`src/rtl/fft_pkg.sv`:
```
// Shared types for the FFT stream framer: write-FSM states, the FIFO entry
// layout and the frame-length clamp.
package fft_pkg;

  // Sample width carried by a FIFO entry; the framer's DATA_WIDTH must equal it.
  localparam int FFT_DATA_WIDTH = 14;

  typedef enum logic [1:0] {
    IDLE     = 2'd0,
    RUN      = 2'd1,
    STOPPING = 2'd2
  } wr_state_e;

  typedef struct packed {
    logic                             sop;
    logic                             eop;
    logic signed [FFT_DATA_WIDTH-1:0] re;
    logic signed [FFT_DATA_WIDTH-1:0] im;
  } fifo_entry_t;

  localparam int ENTRY_WIDTH = $bits(fifo_entry_t);

  // Keep a requested frame exponent inside the supported range.
  function automatic int clamp_pow(input int pow, input int pow_min, input int pow_max);
    if (pow < pow_min) return pow_min;
    if (pow > pow_max) return pow_max;
    return pow;
  endfunction

endpackage

```
`src/rtl/fft_stream_fifo.sv`:
```
// Synchronous FIFO with combinational head read. A write while full is
// allowed only when a read happens in the same cycle.
module fft_stream_fifo #(
  parameter int WIDTH     = 30,
  parameter int DEPTH_POW = 4
) (
  input  logic                 clk,
  input  logic                 rst,
  input  logic                 wr_en,
  input  logic [WIDTH-1:0]     wr_data,
  input  logic                 rd_en,
  output logic [WIDTH-1:0]     rd_data,
  output logic                 full,
  output logic                 empty,
  output logic [DEPTH_POW:0]   count
);

  localparam int DEPTH = 1 << DEPTH_POW;

  logic [WIDTH-1:0]     mem_q [DEPTH];
  logic [DEPTH_POW-1:0] wr_ptr_q, wr_ptr_d;
  logic [DEPTH_POW-1:0] rd_ptr_q, rd_ptr_d;
  logic [DEPTH_POW:0]   count_q, count_d;
  logic                 do_wr, do_rd;

  // Qualify the requests and advance pointers and occupancy.
  always_comb begin
    do_rd    = rd_en && (count_q != '0);
    do_wr    = wr_en && ((count_q != (DEPTH_POW+1)'(DEPTH)) || do_rd);
    wr_ptr_d = wr_ptr_q + DEPTH_POW'(do_wr);
    rd_ptr_d = rd_ptr_q + DEPTH_POW'(do_rd);
    count_d  = count_q;
    case ({do_wr, do_rd})
      2'b10:   count_d = count_q + 1'b1;
      2'b01:   count_d = count_q - 1'b1;
      default: count_d = count_q;
    endcase
  end

  // Pointer and occupancy registers.
  always_ff @(posedge clk or posedge rst) begin
    if (rst) begin
      wr_ptr_q <= '0;
      rd_ptr_q <= '0;
      count_q  <= '0;
    end else begin
      wr_ptr_q <= wr_ptr_d;
      rd_ptr_q <= rd_ptr_d;
      count_q  <= count_d;
    end
  end

  // Storage array; contents are don't-care until written, so it has no reset.
  always_ff @(posedge clk) begin
    if (do_wr) mem_q[wr_ptr_q] <= wr_data;
  end

  assign rd_data = mem_q[rd_ptr_q];
  assign full    = (count_q == (DEPTH_POW+1)'(DEPTH));
  assign empty   = (count_q == '0);
  assign count   = count_q;

endmodule

```
`src/rtl/fft_stream_framer.sv`:
```
// Frames a free-running complex sample stream into 2**L-sample packets with
// sop/eop, buffers them through a FIFO so the FFT sink may stall, and reports
// dropped samples. Path: input register -> FIFO -> Avalon-ST output register.
module fft_stream_framer
  import fft_pkg::*;
#(
  parameter int DATA_WIDTH = FFT_DATA_WIDTH,
  parameter int POW_MIN    = 6,
  parameter int POW_MAX    = 12,
  parameter int FIFO_POW   = 4,
  parameter int CNT_WIDTH  = 16
) (
  input  logic                          clk,
  input  logic                          aclr,
  input  logic                          enable,
  input  logic [$clog2(POW_MAX+1)-1:0]  len_pow,
  input  logic                          sink_valid,
  input  logic signed [DATA_WIDTH-1:0]  sink_Re,
  input  logic signed [DATA_WIDTH-1:0]  sink_Im,
  input  logic                          source_ready,
  output logic                          source_valid,
  output logic                          source_sop,
  output logic                          source_eop,
  output logic signed [DATA_WIDTH-1:0]  source_Re,
  output logic signed [DATA_WIDTH-1:0]  source_Im,
  output logic                          busy,
  output logic                          error,
  output logic                          overflow,
  output logic [CNT_WIDTH-1:0]          frame_count
);

  localparam int LEN_W = $clog2(POW_MAX+1);
  localparam int DEPTH = 1 << FIFO_POW;

  wr_state_e            state_q, state_d;
  logic [POW_MAX-1:0]   cnt_q, cnt_d;
  logic [LEN_W-1:0]     len_q, len_d;
  logic                 in_valid_q, in_valid_d;
  fifo_entry_t          in_entry_q, in_entry_d;
  logic                 error_q, error_d;
  logic                 overflow_q, overflow_d;
  logic                 out_valid_q, out_valid_d;
  fifo_entry_t          out_entry_q, out_entry_d;
  logic [CNT_WIDTH-1:0] frame_count_q, frame_count_d;

  fifo_entry_t          fifo_head;
  logic                 fifo_full, fifo_empty;
  logic [FIFO_POW:0]    fifo_count;

  logic [FIFO_POW+1:0]  occupancy;
  logic                 out_load, fifo_pop;
  logic                 eligible, has_space, accept, drop;
  logic                 is_sop, is_eop;
  logic [LEN_W-1:0]     len_clamped, frame_len_pow;
  logic [POW_MAX:0]     span;
  logic [POW_MAX-1:0]   last_idx;

  // Accept/drop decision and sop/eop tagging. The staged input sample counts
  // against FIFO capacity so the FIFO write one cycle later can never overflow.
  always_comb begin
    occupancy     = {1'b0, fifo_count} + (FIFO_POW+2)'(in_valid_q);
    out_load      = !out_valid_q || source_ready;
    fifo_pop      = out_load && !fifo_empty;
    eligible      = sink_valid && (enable || (cnt_q != '0));
    has_space     = (!fifo_full && (occupancy < (FIFO_POW+2)'(DEPTH))) || fifo_pop;
    accept        = eligible && has_space;
    drop          = eligible && !has_space;
    len_clamped   = LEN_W'(clamp_pow(int'(len_pow), POW_MIN, POW_MAX));
    is_sop        = (cnt_q == '0);
    frame_len_pow = is_sop ? len_clamped : len_q;
    span          = (POW_MAX+1)'(1) << frame_len_pow;
    last_idx      = POW_MAX'(span - 1'b1);
    is_eop        = (cnt_q == last_idx);
  end

  // Next-state for the write FSM, sample counter and input staging register.
  always_comb begin
    cnt_d      = cnt_q;
    len_d      = len_q;
    in_valid_d = accept;
    in_entry_d = in_entry_q;
    if (accept) begin
      cnt_d          = is_eop ? '0 : cnt_q + 1'b1;
      in_entry_d.sop = is_sop;
      in_entry_d.eop = is_eop;
      in_entry_d.re  = sink_Re;
      in_entry_d.im  = sink_Im;
      if (is_sop) len_d = len_clamped;
    end
    error_d    = drop;
    overflow_d = overflow_q || drop;

    state_d = state_q;
    case (state_q)
      IDLE:     if (enable) state_d = RUN;
      RUN:      if (!enable) state_d = (cnt_d != '0) ? STOPPING : IDLE;
      STOPPING: begin
        if (enable)              state_d = RUN;
        else if (cnt_d == '0)    state_d = IDLE;
      end
      default:  state_d = IDLE;
    endcase
  end

  // Output register loads whenever it is empty or being consumed; frames are
  // counted on the eop handshake.
  always_comb begin
    out_valid_d   = out_load ? !fifo_empty : out_valid_q;
    out_entry_d   = fifo_pop ? fifo_head : out_entry_q;
    frame_count_d = frame_count_q +
                    CNT_WIDTH'(out_valid_q && source_ready && out_entry_q.eop);
  end

  // All framer state registers.
  always_ff @(posedge clk or posedge aclr) begin
    if (aclr) begin
      state_q       <= IDLE;
      cnt_q         <= '0;
      len_q         <= '0;
      in_valid_q    <= 1'b0;
      in_entry_q    <= '0;
      error_q       <= 1'b0;
      overflow_q    <= 1'b0;
      out_valid_q   <= 1'b0;
      out_entry_q   <= '0;
      frame_count_q <= '0;
    end else begin
      state_q       <= state_d;
      cnt_q         <= cnt_d;
      len_q         <= len_d;
      in_valid_q    <= in_valid_d;
      in_entry_q    <= in_entry_d;
      error_q       <= error_d;
      overflow_q    <= overflow_d;
      out_valid_q   <= out_valid_d;
      out_entry_q   <= out_entry_d;
      frame_count_q <= frame_count_d;
    end
  end

  fft_stream_fifo #(
    .WIDTH     (ENTRY_WIDTH),
    .DEPTH_POW (FIFO_POW)
  ) u_fifo (
    .clk     (clk),
    .rst     (aclr),
    .wr_en   (in_valid_q),
    .wr_data (in_entry_q),
    .rd_en   (fifo_pop),
    .rd_data (fifo_head),
    .full    (fifo_full),
    .empty   (fifo_empty),
    .count   (fifo_count)
  );

  assign source_valid = out_valid_q;
  assign source_sop   = out_entry_q.sop;
  assign source_eop   = out_entry_q.eop;
  assign source_Re    = out_entry_q.re;
  assign source_Im    = out_entry_q.im;
  assign busy         = (state_q != IDLE);
  assign error        = error_q;
  assign overflow     = overflow_q;
  assign frame_count  = frame_count_q;

endmodule

```
`config.mk`:
```
export PLATFORM = sky130hd
export DESIGN_NAME = fft_stream_framer
export DESIGN_NICKNAME = d
export VERILOG_FILES = /design/src/rtl/fft_pkg.sv /design/src/rtl/fft_stream_fifo.sv /design/src/rtl/fft_stream_framer.sv
export SDC_FILE = /design/constraint.sdc
export NUM_CORES = 1
export LEC_CHECK = 0
export BUFFER_PORTS_ARGS = -buffer_cell sky130_fd_sc_hd__buf_2
export CORE_MARGIN = 3
export CORE_UTILIZATION = 65
export DETAILED_ROUTE_END_ITERATION = 16
export PLACE_DENSITY = 0.83
export SETUP_SLACK_MARGIN = 0.5
export SLEW_MARGIN = 20
export SYNTH_ARGS = -nofsm -noshare
export SYNTH_HDL_FRONTEND = slang
export SYNTH_SLANG_ARGS = --single-unit
export TNS_END_PERCENT = 30
```
`constraint.sdc`:
```
create_clock -name clk -period 9.9 [get_ports clk]
set_input_delay 1.98 -clock clk [delete_from_list [all_inputs] [get_ports clk]]
set_output_delay 1.98 -clock clk [all_outputs]
set_load 0.05 [all_outputs]
```
# After elaboration in Yosys (flattened, before gate mapping)
# Memory sizes are Yosys's and may differ from the RTL's. A register that Yosys moved wholly into a read port is not among the register bits.
# Index checks and enable logic that the tools add are counted.
[word_totals] ff_bits=81 ramBits=480 inputBits=37 memories=1
[op_classes] n_addsub=8 n_lt_le_gt_ge=3 n_eq_ne=10 shift=1 muxes=19 reduce_logical=28
[memory_table] name="u_fifo.mem_q" words=16 width=30 read_ports=1 rd_ports_with_merged_regs=1 write_ports=1 line_no="fft_stream_fifo.sv:20" text="logic [WIDTH-1:0] mem_q [DEPTH];"
[op_table] operator="$logic_not A12 Y1" n=2
[op_table] operator="$mux W12" n=2
[op_table] operator="$reduce_bool A12 Y1" n=2
[op_table] operator="$add A16 B1 Y16" n=1
[op_table] operator="$mux W4" n=4
[op_table] operator="$add A12 B1 Y12 const B" n=1
[op_table] operator="$eq A12 B12 Y1" n=1
[op_table] operator="$shl A1 B4 Y12 const A" n=1
[op_table] operator="$sub A12 B1 Y12 const B" n=1
[op_table] operator="$mux W2" n=5
[op_table] operator="$pmux W5 S2" n=1
[op_table] operator="$logic_and A1 B1 Y1" n=9
[op_table] operator="$add A4 B1 Y4" n=2
[op_table] operator="$add A5 B1 Y6" n=1
[op_table] operator="$lt A6 B5 Y1 const B" n=1
[op_table] operator="$pmux W2 S3" n=1
[op_table] operator="$add A5 B1 Y5 const B" n=1
[op_table] operator="$eq A5 B5 Y1 const B" n=1
[op_table] operator="$logic_not A5 Y1" n=1
[op_table] operator="$logic_or A1 B1 Y1" n=5
[op_table] operator="$mux W1" n=5
[op_table] operator="$ne A5 B5 Y1 const B" n=1
[op_table] operator="$reduce_bool A5 Y1" n=1
[op_table] operator="$sub A5 B1 Y5 const B" n=1
[op_table] operator="other kinds (11)" n=18

# Logic depth before layout (Yosys ltp)
[depth] word_depth=15 mapped_depth=18

# Cells and area by module
# From an unflattened synthesis, not the netlist that was laid out.
[unflattened] cells_unflattened=1329 hier_area_um2=23860.4
[by_module_without_submodules] module="fft_stream_fifo" n_inst=1 cells_each=849 area_each_um2=19073.3
[by_module_without_submodules] module="fft_stream_framer" n_inst=1 cells_each=480 area_each_um2=4787.1

# Worst setup path after synthesis
# OpenSTA, ideal clock, no wires.
[synth_timing] path_kind="in2reg" start="in source_ready" end="mem u_fifo.mem_q[0][0] (enable)" setup_time_ns=0.455 arrival_time_ns=4.661 required_ns=9.445 slack_ns=4.784 path_stages=5 n_path_buf=0 cell_sequence="nor2b_1 > nand2_1 > o21ai_0 > or3_1 > nor3_1"
[synth_via] elab_chain_cells=7
[synth_lines] item="start, declared" line_no="fft_stream_framer.sv:20" text="input logic source_ready,"
[synth_lines] item="$logic_or A1 B1 Y1" line_no="fft_stream_framer.sv:62" text="out_load = !out_valid_q || source_ready;"
[synth_lines] item="$logic_and A1 B1 Y1" line_no="fft_stream_framer.sv:63" text="fifo_pop = out_load && !fifo_empty;"
[synth_lines] item="$logic_and A1 B1 Y1" line_no="fft_stream_fifo.sv:28" text="do_rd = rd_en && (count_q != '0);"
[synth_lines] item="$logic_or A1 B1 Y1" line_no="fft_stream_fifo.sv:29" text="do_wr = wr_en && ((count_q != (DEPTH_POW+1)'(DEPTH)) || do_rd);"
[synth_lines] item="$logic_and A1 B1 Y1" line_no="fft_stream_fifo.sv:29"
[synth_lines] item="$mux W1" line_no="fft_stream_fifo.sv:55" text="if (do_wr) mem_q[wr_ptr_q] <= wr_data;"
[synth_lines] item="$mux W1 (not written as such)" line_no="fft_stream_fifo.sv:55"
[synth_lines] item="end, declared" line_no="fft_stream_fifo.sv:20"
# Every way passes these cells.

# Worst setup path after layout
[layout_timing] start="reg cnt_q[4]" end="reg state_q[1]"
[layout_via] elab_chain_cells=11
[layout_lines] item="start, declared" line_no="fft_stream_framer.sv:36" text="logic [POW_MAX-1:0] cnt_q, cnt_d;"
[layout_lines] item="start signal, assigned" line_no="fft_stream_framer.sv:129" text="cnt_q <= cnt_d;"
[layout_lines] item="$logic_not A12 Y1" line_no="fft_stream_framer.sv:69" text="is_sop = (cnt_q == '0);"
[layout_lines] item="$mux W4"
[layout_lines] item="$shl A1 B4 Y12" line_no="fft_stream_framer.sv:71" text="span = (POW_MAX+1)'(1) << frame_len_pow;"
[layout_lines] item="$sub A12 B1 Y12" line_no="fft_stream_framer.sv:72" text="last_idx = POW_MAX'(span - 1'b1);"
[layout_lines] item="$eq A12 B12 Y1" line_no="fft_stream_framer.sv:73" text="is_eop = (cnt_q == last_idx);"
[layout_lines] item="$mux W12" line_no="fft_stream_framer.sv:83" text="cnt_d = is_eop ? '0 : cnt_q + 1'b1;"
[layout_lines] item="$mux W12 (*)" line_no="fft_stream_framer.sv:82" text="if (accept) begin"
[layout_lines] item="$reduce_bool A12 Y1" line_no="fft_stream_framer.sv:96" text="RUN: if (!enable) state_d = (cnt_d != '0) ? STOPPING : IDLE;"
[layout_lines] item="$mux W2 (2 in a row)" line_no="fft_stream_framer.sv:96"
[layout_lines] item="$pmux W2 S3" line_no="fft_stream_framer.sv:94" text="case (state_q)"
[layout_lines] item="end signal, assigned" line_no="fft_stream_framer.sv:128" text="state_q <= state_d;"
[layout_lines] item="end, declared" line_no="fft_stream_framer.sv:35" text="wr_state_e state_q, state_d;"
# Every way passes the cells marked *; elsewhere a longest branch is shown, timed or not. The select of a mux whose other input is x is not followed.
# A chain may end at the register's enable or synchronous reset.

==> key figures <==
Placed design
  • Placed cell count: between 1500 and 2000
  • Placer Congestion: between 0.8 and 0.9
  • Port Buffers: 86
  • HPWL after DPL: between 20000 and 30000 µm
  • Pre-CTS WS: between 4000 and 5000 ps
  • Placed Area: roughly 25000 µm²

Route
  • Routed length per instance: around 28 µm
  • Drt initial violations: ~1400
  • DR vias/cell: between 6 and 7
  • Drt first pass iters: 5
  • Antenna Nets Post-Route: 0
  • DRC Markers: 0
  • Final WL: roughly 54000 µm
  • Via count: about 13000

Synthesis
  • Area leader, netlist: edfxtp_1
  • Number of synthesized flops with an enable pin: 480
  • Count leader, synth: edfxtp_1
  • Net Count, Synth: between 1000 and 1500
  • Synth cell count leaders: 480 x edfxtp_1, 164 x nand2_1, 112 x mux4_2
  • Sequential element share of the synthesized area: 72.57%
  • Syn Std Cell Area: approximately 24000 µm²
  • Synth warn: 0
  • Netlist cell types: 61
  • Yosys reg bits: 591
  • Commonest register cell after synthesis: edfxtp_1
  • Synth top area share: 60.84%
  • Post-Synthesis Cells: around 1300
  • Ys async rst share: about a fifth
  • Avg Cell Area, Syn: around 18 µm²
  • Synth area leaders: edfxtp_1 61%, dfrtp_1 12%, mux4_2 11%

Die
  • Core area: ~36000 µm²
  • Cell Rows: 69
  • Die height: 196.9 µm
  • Die ar.: about 39000 µm²
  • DIE WIDTH: between 150 and 200 µm
  • I/O pins: 87
  • Starting Density: between 60% and 70%

Clocking
  • Post-CTS sizing: 0
  • Post-CTS setup buffer count: 0
  • CTS clk-pin slew, worst paths: 60 ps
  • CTS Buf Count: 56
  • Root Buffer: clkbuf_16
  • Skew-Pair Late Insertion Delay: 590 ps
  • Clk buf depth: 3
  • CTS tree: built
  • Clk sink count: between 500 and 600
  • H-tree levels: 2
  • Hold-fix buffers at CTS: 0

Pwr
  • Total power: roughly 8.2 mW
  • Part of the power in the clock network: 25.7%
  • Internal power: between 5 and 6 mW
  • Net Switching: around 2.8 mW
  • Peak VDD IR: between 0.2 and 0.25 mV
  • Seq pwr share: a little under half
  • LEAKAGE: roughly 9.5 nW
  • Switching share of power: 33.97%
  • Power share of the combinational group: 28.6%
  • Power Density: just over 300 nW/µm²

Timing
  • Final WS setup: ~5000 ps
  • Unrepaired setup endpoints after global routing: false
  • Tcrit/Tclk final: around 49%
  • Max-slew violations: 0
  • Final setup fails: 0
  • Final hold vios: 0
  • Worst Skew: approximately 23 ps
  • F_max: 207.9 MHz
  • Fin crit period: ~4800 ps
  • Slew Limit Headroom: between 30% and 40%
  • Least-Margin Pin Slew: between 1000 and 1500 ps
  • Post-route setup TNS: 0 ps
  • Fin Hold WS: about 470 ps

Final layout
  • Fill cell count: around 2000
  • Layout cells sized above 1: 24.90%
  • Nets: approximately 1500
  • Post-route design area: 26520 µm²
  • Layout area overhead: 11.94%
  • N_diodes: 0
  • Post-Layout Cell Count: around 1900
  • Fin util: roughly 74%

Critical path
  • CP Data Arrival Time: 5240 ps
  • Worst reg2reg path endpoint: state_q[1]$_DFFE_PP0P_
  • CP delay by family, top: simple AND/OR/NAND/NOR gates
  • Worst r2r src: cnt_q[4]$_DFF_PP0_
  • CP Max Fanout: 17
  • Reg2Reg Depth: 12
  • CP max stage cell: a2111oi_4
  • Critical path required time: roughly 10000 ps
  • Critical path buffer and inverter count: 0
  • Worst path max stage delay: approximately 900 ps
  • Crit-path cells: or4_4 > or4_4 > nand3_1 > ha_1 > xnor2_1 > a32oi_1 > a2bb2oi_1 > nor4_1 > nand4_1 > a2111o_1 > a2111oi_4 > nor4_1
  • Critical Path End Type: flop
  • Type of origin of the critical path: flop
  • Worst Path Class, Setup: flop to flop
  • R2r setup slk: between 5000 and 6000 ps

Min path
  • Worst Hold Depth: 1
  • Hold crit path type: flop to flop
  • Hold Path End: frame_count[15]$_DFF_PP0_
  • Worst hold start: frame_count[15]$_DFF_PP0_

GRT
  • Number of global-route vias before repair: ~13000
  • Grt ovf: 0
  • Total track usage: between 20% and 30%
  • Largest net degree at the start of global routing: 63
  • First-pass GRT wire length: around 82000 µm
  • Initial antenna violation count: 0

Run status
  • Outcome: complete, no violations

Flow run
  • Max-cap viol count: 0
[metal layers]
metal | routed length [µm] | vias to the layer above | global-route usage [%]
li1 | - | 5424 | -
met5 | 0 | - | 0
met3 | 5095 | 133 | 4.872
met4 | 1688 | 0 | 10.01
met2 | 26680 | 756 | 46.31
met1 | 20240 | 6583 | 40.26
[logic make-up (layout without fill, tap and decap cells)]
family,Yosys count,count (layout),synth area share (%)
adders and majority gates,14,14,0.7711
AOI/OAI and AO/OA,109,109,3.560
and+or+nand+nor,296,296,5.836
buffers and inverters,93,234,1.600
muxes,191,191,14.08
DFF,591,591,72.57
xor gates and xnor gates,43,43,1.590
[layout make-up]
type / count / area [µm²] / area share [%]
Sequential cell: 591 / 17200 / 64.86
Multi-Input combinational cell: 653 / 6242 / 23.54
Clock buffer: 72 / 1533 / 5.780
Timing Repair Buffer: 113 / 633.1 / 2.387
Tap cell: 461 / 576.8 / 2.175
Clock inverter: 30 / 260.3 / 0.9814
Inverter: 19 / 73.82 / 0.2784
[worst reg2reg max path, delay by kind of cell, from the launching register on]
| family | cells | cell delay, ps |
|---|---|---|
| AOI/OAI and AO/OA | 4 | 1600 |
| adders and majority gates | 1 | 370 |
| and+or+nand+nor | 6 | 1950 |
| xor gates and xnor gates | 1 | 220 |
| DFF | 1 | 510 |
[worst max path at each step]
stage / start / end / slack [ps] / depth (start not counted)
floorplan: source_ready / u_fifo.mem_q[0][0]$_DFFE_PP_ / 4780 / 5
global placement: source_ready / state_q[1]$_DFFE_PP0P_ / 4840 / 11
detailed placement: source_ready / state_q[1]$_DFFE_PP0P_ / 4670 / 11
CTS: cnt_q[4]$_DFF_PP0_ / state_q[1]$_DFFE_PP0P_ / 5150 / 12
global route: cnt_q[0]$_DFF_PP0_ / state_q[1]$_DFFE_PP0P_ / 4770 / 14
finish: cnt_q[4]$_DFF_PP0_ / state_q[1]$_DFFE_PP0P_ / 5090 / 12
[cell usage in the layout (no fill, tap or decap), types with 5 or more instances in the layout]
| cell | synthesis | layout |
|---|---|---|
| nand2_1 | 164 | 164 |
| clkbuf_8 | 0 | 5 |
| buf_4 | 0 | 27 |
| edfxtp_1 | 480 | 480 |
| clkinv_1 | 1 | 13 |
| xnor2_1 | 27 | 27 |
| dfrtp_1 | 111 | 109 |
| and3_1 | 12 | 12 |
| clkbuf_1 | 46 | 10 |
| a21oi_1 | 11 | 11 |
| mux2_2 | 17 | 17 |
| xor2_1 | 16 | 16 |
| clkbuf_16 | 0 | 57 |
| ha_1 | 13 | 13 |
| inv_1 | 18 | 16 |
| o21ai_0 | 28 | 28 |
| nor2_4 | 0 | 12 |
| nor2_2 | 10 | 10 |
| o221ai_1 | 39 | 39 |
| nor3_1 | 13 | 9 |
| nand2b_1 | 9 | 9 |
| nor2_1 | 32 | 20 |
| mux4_2 | 112 | 112 |
| clkinv_2 | 0 | 10 |
| nand3_1 | 19 | 19 |
| mux2i_1 | 62 | 62 |
| buf_2 | 3 | 86 |
[sequential cells by signal, indices dropped and copies added, names as in the netlist]
name,count
in_valid_q,1
u_fifo.rd_ptr_q,4
source_Re,14
state_q,2
len_q,4
source_Im,14
source_eop,1
frame_count,16
overflow,1
u_fifo.mem_q,480
cnt_q,12
u_fifo.wr_ptr_q,4
in_entry_q,30
u_fifo.count,5
error,1
source_sop,1
source_valid,1
[power by group through the flow]
stage                     clock [mW]  sequential (mW)  combinational (mW)
after floorplan                    0             3.75                1.61
after global placement             0             3.74                2.24
after detailed placement           0             3.78                2.31
after CTS                       2.13             3.74                2.35
after global routing            2.22             3.81                2.50
final                           2.11             3.75                2.35
Note: power is estimated with default switching activity, not from simulation.
